$ cat src/rtl/math_subtractor_brent_kung_pipe_016.sv
// Two-stage pipelined N-bit subtractor (a + ~b + ~bin) built on a Brent-Kung prefix tree.
// Define BK_SUB_OVERFLOW_EN to add the registered signed-overflow output o_ovf.
module math_subtractor_brent_kung_pipe_016 #(
  parameter int unsigned N = 16
) (
  input  logic         i_clk,
  input  logic         i_rst_n,
  input  logic         i_valid,
  output logic         o_ready,
  input  logic [N-1:0] i_a,
  input  logic [N-1:0] i_b,
  input  logic         i_bin,
  output logic         o_valid,
  input  logic         i_ready,
  output logic [N-1:0] o_diff,
  output logic         o_borrow
`ifdef BK_SUB_OVERFLOW_EN
  ,
  output logic         o_ovf
`endif
);

  localparam int unsigned LG = $clog2(N);

  logic         s1_valid;
  logic [N-1:0] s1_p;
  logic [N-1:0] s1_g;
  logic         s1_cin;
`ifdef BK_SUB_OVERFLOW_EN
  logic         s1_sa;
  logic         s1_sb;
`endif

  logic         s2_load;
  logic         s1_advance;
  logic [N-1:0] gg;
  logic [N-1:0] pp;
  logic [N:0]   c;
  logic [N-1:0] sum;

  assign s2_load    = !o_valid || i_ready;
  assign s1_advance = s1_valid && s2_load;
  assign o_ready    = !s1_valid || s1_advance;

  always_ff @(posedge i_clk or negedge i_rst_n) begin
    if (!i_rst_n) begin
      s1_valid <= 1'b0;
      s1_p     <= '0;
      s1_g     <= '0;
      s1_cin   <= 1'b0;
`ifdef BK_SUB_OVERFLOW_EN
      s1_sa    <= 1'b0;
      s1_sb    <= 1'b0;
`endif
    end else if (o_ready) begin
      s1_valid <= i_valid;
      if (i_valid) begin
        s1_p   <= i_a ^ ~i_b;
        s1_g   <= i_a & ~i_b;
        s1_cin <= ~i_bin;
`ifdef BK_SUB_OVERFLOW_EN
        s1_sa  <= i_a[N-1];
        s1_sb  <= i_b[N-1];
`endif
      end
    end
  end

  // Up-sweep builds power-of-two group terms; down-sweep fills the remaining prefixes.
  // After both passes gg[i]/pp[i] are generate/propagate over bits [i:0].
  always_comb begin
    gg = s1_g;
    pp = s1_p;
    for (int unsigned l = 0; l < LG; l++) begin
      for (int unsigned i = 0; i < N; i++) begin
        if (((i + 1) % (2 << l)) == 0) begin
          gg[i] = gg[i] | (pp[i] & gg[i - (1 << l)]);
          pp[i] = pp[i] & pp[i - (1 << l)];
        end
      end
    end
    for (int unsigned k = 1; k < LG; k++) begin
      for (int unsigned i = 0; i < N; i++) begin
        if ((i + 1 > (1 << (LG - 1 - k))) &&
            (((i + 1) % (2 << (LG - 1 - k))) == (1 << (LG - 1 - k)))) begin
          gg[i] = gg[i] | (pp[i] & gg[i - (1 << (LG - 1 - k))]);
          pp[i] = pp[i] & pp[i - (1 << (LG - 1 - k))];
        end
      end
    end
  end

  always_comb begin
    c    = '0;
    c[0] = s1_cin;
    for (int unsigned i = 0; i < N; i++) begin
      c[i + 1] = gg[i] | (pp[i] & s1_cin);
    end
    sum = s1_p ^ c[N-1:0];
  end

  always_ff @(posedge i_clk or negedge i_rst_n) begin
    if (!i_rst_n) begin
      o_valid  <= 1'b0;
      o_diff   <= '0;
      o_borrow <= 1'b0;
`ifdef BK_SUB_OVERFLOW_EN
      o_ovf    <= 1'b0;
`endif
    end else if (s2_load) begin
      o_valid <= s1_valid;
      if (s1_valid) begin
        o_diff   <= sum;
        o_borrow <= ~c[N];
`ifdef BK_SUB_OVERFLOW_EN
        o_ovf    <= (s1_sa != s1_sb) && (sum[N-1] != s1_sa);
`endif
      end
    end
  end

endmodule

$ cat config.mk
export PLATFORM = sky130hd
export DESIGN_NAME = math_subtractor_brent_kung_pipe_016
export DESIGN_NICKNAME = d
export VERILOG_FILES = /design/src/rtl/math_subtractor_brent_kung_pipe_016.sv
export SDC_FILE = /design/constraint.sdc
export NUM_CORES = 1
export LEC_CHECK = 0
export ABC_AREA = 1
export BUFFER_PORTS_ARGS = -buffer_cell sky130_fd_sc_hd__buf_2
export CAP_MARGIN = 20
export CORE_MARGIN = 10
export CORE_UTILIZATION = 54
export CTS_CLUSTER_DIAMETER = 30
export DETAILED_ROUTE_END_ITERATION = 7
export PLACE_DENSITY_LB_ADDON = 0.05
export SKIP_LAST_GASP = 1
export SYNTH_ARGS = -nofsm -noshare
export SYNTH_HDL_FRONTEND = slang
export SYNTH_SLANG_ARGS = --single-unit
$ cat constraint.sdc
create_clock -name i_clk -period 1.6 [get_ports i_clk]
set_input_delay 0.16 -clock i_clk [delete_from_list [all_inputs] [get_ports i_clk]]
set_output_delay 0.16 -clock i_clk [all_outputs]
set_load 0.05 [all_outputs]
==> impl_metrics.tcl <==
set metrics [dict create \
    clock.fmax_mhz 647 \
    gr-total-overflow 0 \
    syn_area_mm2 0.00258 \
    synth_fp_nets 333 \
    clk_path_buf_depth 2 \
    fill_cells 403 \
    die_w_um 89.1 \
    clk_pin_slew_worst_paths_ns 0.09 \
    grt_pass1_wl_um 8710 \
    r2r_cells 15 \
    min-delay-start "i_bin" \
    p_total_mw 4.57 \
    cp-end-kind "flip-flop" \
    vdd_ir_drop_max_uv 705 \
    ys_ff_latch 52 \
    power_density_mw_per_mm2 1450 \
    crit_path_start "s1_p[1]$_DFFE_PN0P_" \
    final_cell_count_no_fill 401 \
    first_global_vias 2000 \
    wl_um 5050 \
    rr_startpoint "s1_p[1]$_DFFE_PN0P_" \
    rsz0062_at_grt "true" \
    synth-warning-count 0 \
    firstDrtPassIters 4 \
    tritoncts "built" \
    outcome "completed" \
    pin_count 56 \
    numCtsBuffers 5 \
    synth_area_leaders "dfrtp_1, nand2_1, ha_1" \
    grt_antenna_before_repair 0 \
    cap_violations 0 \
    p_leak_nw 1.70 \
    ff2ff_setup_slack_ns 0.05 \
    first_iter_violations 80 \
    setup_viol 0 \
    drc 0 \
    r2r-end "o_borrow$_DFFE_PN0P_" \
    htreeDepth 2 \
    vias 1962 \
    timing.slew.headroom_pct 68.0 \
    final_area_mm2 0.00314 \
    drv_slew 0 \
    synth.yosys.seq_area_share_pct 50.4 \
    grt_max_degree 53 \
    syn_area_per_cell_um2 9.25 \
    critPathLaunchType "flip-flop" \
    clock-root-buffer "clkbuf_8" \
    numPortBuffers 55 \
    syn2layout_area_growth_pct 21.8 \
    start_util_pct 55.0 \
    dp_hpwl_um 3790 \
    postSynthCellCount 279 \
    placed_cell_area_mm2 0.00297 \
    track_usage_pct 13.7 \
    cts_num_sinks 52 \
    fin_skew_ns 0.00409 \
    core_mm2 0.00469 \
    critPathMaxFanout 5 \
    dieArea_mm2 0.00795 \
    num_rows 25 \
    hold_end "s1_cin$_DFFE_PN0P_" \
    worst-slew-pin-transition_ns 0.480 \
    clkLatencyLatePin_ns 0.30 \
    hold_viol 0 \
    ys_types 24 \
    synth_area_leader_cell "dfrtp_1" \
    holdPathStages 2 \
    layout-drive-gt1-share_pct 32.6 \
    routed_via_density 4.89 \
    ant_nets 0 \
    num_antenna_cells 0 \
    crit_required_ns 1.80 \
    yosysTopAreaCellShare_pct 50.4 \
    layout_commonest_cell "buf_2" \
    gp_congestion 0.829 \
    dp.cells 388 \
    finalCritPeriodShare_pct 96.6 \
    final_cell_mix "buf_2, nand2_1, dfrtp_1" \
    hold_class "in2reg" \
    holdWs_ns 0.0444 \
    wl_per_cell_um 12.6 \
    period_needed_ns 1.55 \
    fin_nets 400 \
    arrival_ns 1.74 \
    die-height_um 89.1 \
    crit_type "reg2reg" \
]
## registers in the layout (all words and copies together) (netlist names)
register,cells
o_diff,16
s1_g,16
s1_p,16
o_borrow,1
o_valid,1
s1_cin,1
s1_valid,1
## synthesized netlist by cell type (all sizes together)
cell    instances
buf             4
a31oi           1
nor2           25
dfrtp          52
nand2          63
nand3b          1
clkbuf          3
nand3          12
nor3            3
xnor2           2
xor2            5
o21ai          15
a21oi          23
clkinv          1
ha             17
mux2           16
inv            36
## metrics by stage
stage	setup slack [ns]	setup TNS [ns]	util, %
3_3_place_gp	0.100	0	63.4
3_5_place_dp	0.0470	0	63.4
2_1_floorplan	0.0197	0	-
4_1_cts	0.0391	0	65.5
6_report	0.0537	0	67.0
5_1_grt	-0.0923	-0.267	67.0
## repair_timing
item                                    4_1_cts  5_1_grt
gates resized for setup                       0       10
endpoints found under the setup margin        0        7
endpoints found under the hold margin        52        0
setup buffers                                 0        4
hold buffers                                  1        0
## report_power, final
group          total [mW]  internal (mW)  switching [mW]
sequential           1.89           1.65           0.236
combinational        1.92          0.583            1.34
clock               0.762          0.346           0.416
## cell type report
| type | instances | area, um2 | area share (%) |
|---|---|---|---|
| well taps | 54 | 67.6 | 2.15 |
| multi-input cells | 183 | 1160 | 36.9 |
| clock inverters | 2 | 10.0 | 0.318 |
| repair buffers | 67 | 380 | 12.1 |
| flip-flops and latches | 52 | 1300 | 41.5 |
| clock buffers | 6 | 82.6 | 2.63 |
| inverters | 37 | 139 | 4.42 |
## layer usage
layer | part of all wire (%) | GRT usage, % | vias to the layer above
met4 | 1.2 | 3.90 | 0
li1 | - | - | 1021
met2 | 47 | 23.4 | 41
met1 | 45 | 16.7 | 893
met5 | 0 | 0 | -
met3 | 6.5 | 3.46 | 7
## critical path: stages, from the launching register on
cell     delay, ns
dfrtp_1       0.42
nand2_1       0.08
nand2_1       0.08
nand2_1       0.07
nand2_2       0.09
nand2_2       0.08
nand3_4       0.08
nand2_2       0.05
nand2_2       0.08
nand2_2       0.06
nand2_2       0.06
nand2_2       0.05
nand2_1       0.05
nand2_1       0.06
nand3_1       0.07
nand2_1       0.07
## worst max path at each step
stage                                        end  slack (ns)
after floorplan             s1_p[12]$_DFFE_PN0P_        0.02
after global placement    o_diff[15]$_DFFE_PN0P_        0.10
after detailed placement    o_borrow$_DFFE_PN0P_        0.05
after CTS                   o_borrow$_DFFE_PN0P_        0.04
after global routing        o_borrow$_DFFE_PN0P_       -0.09
final                       o_borrow$_DFFE_PN0P_        0.05
## kinds of logic after synthesis
| group | synth area share (%) |
|---|---|
| and+or+nand+nor | 17.0 |
| DFF | 50.4 |
| adders and majority gates | 8.24 |
| muxes | 6.98 |
| buffers and inverters | 6.83 |
| xor gates and xnor gates | 2.38 |
| AOI/OAI and AO/OA | 8.19 |
(Power assumes the default switching activity.)
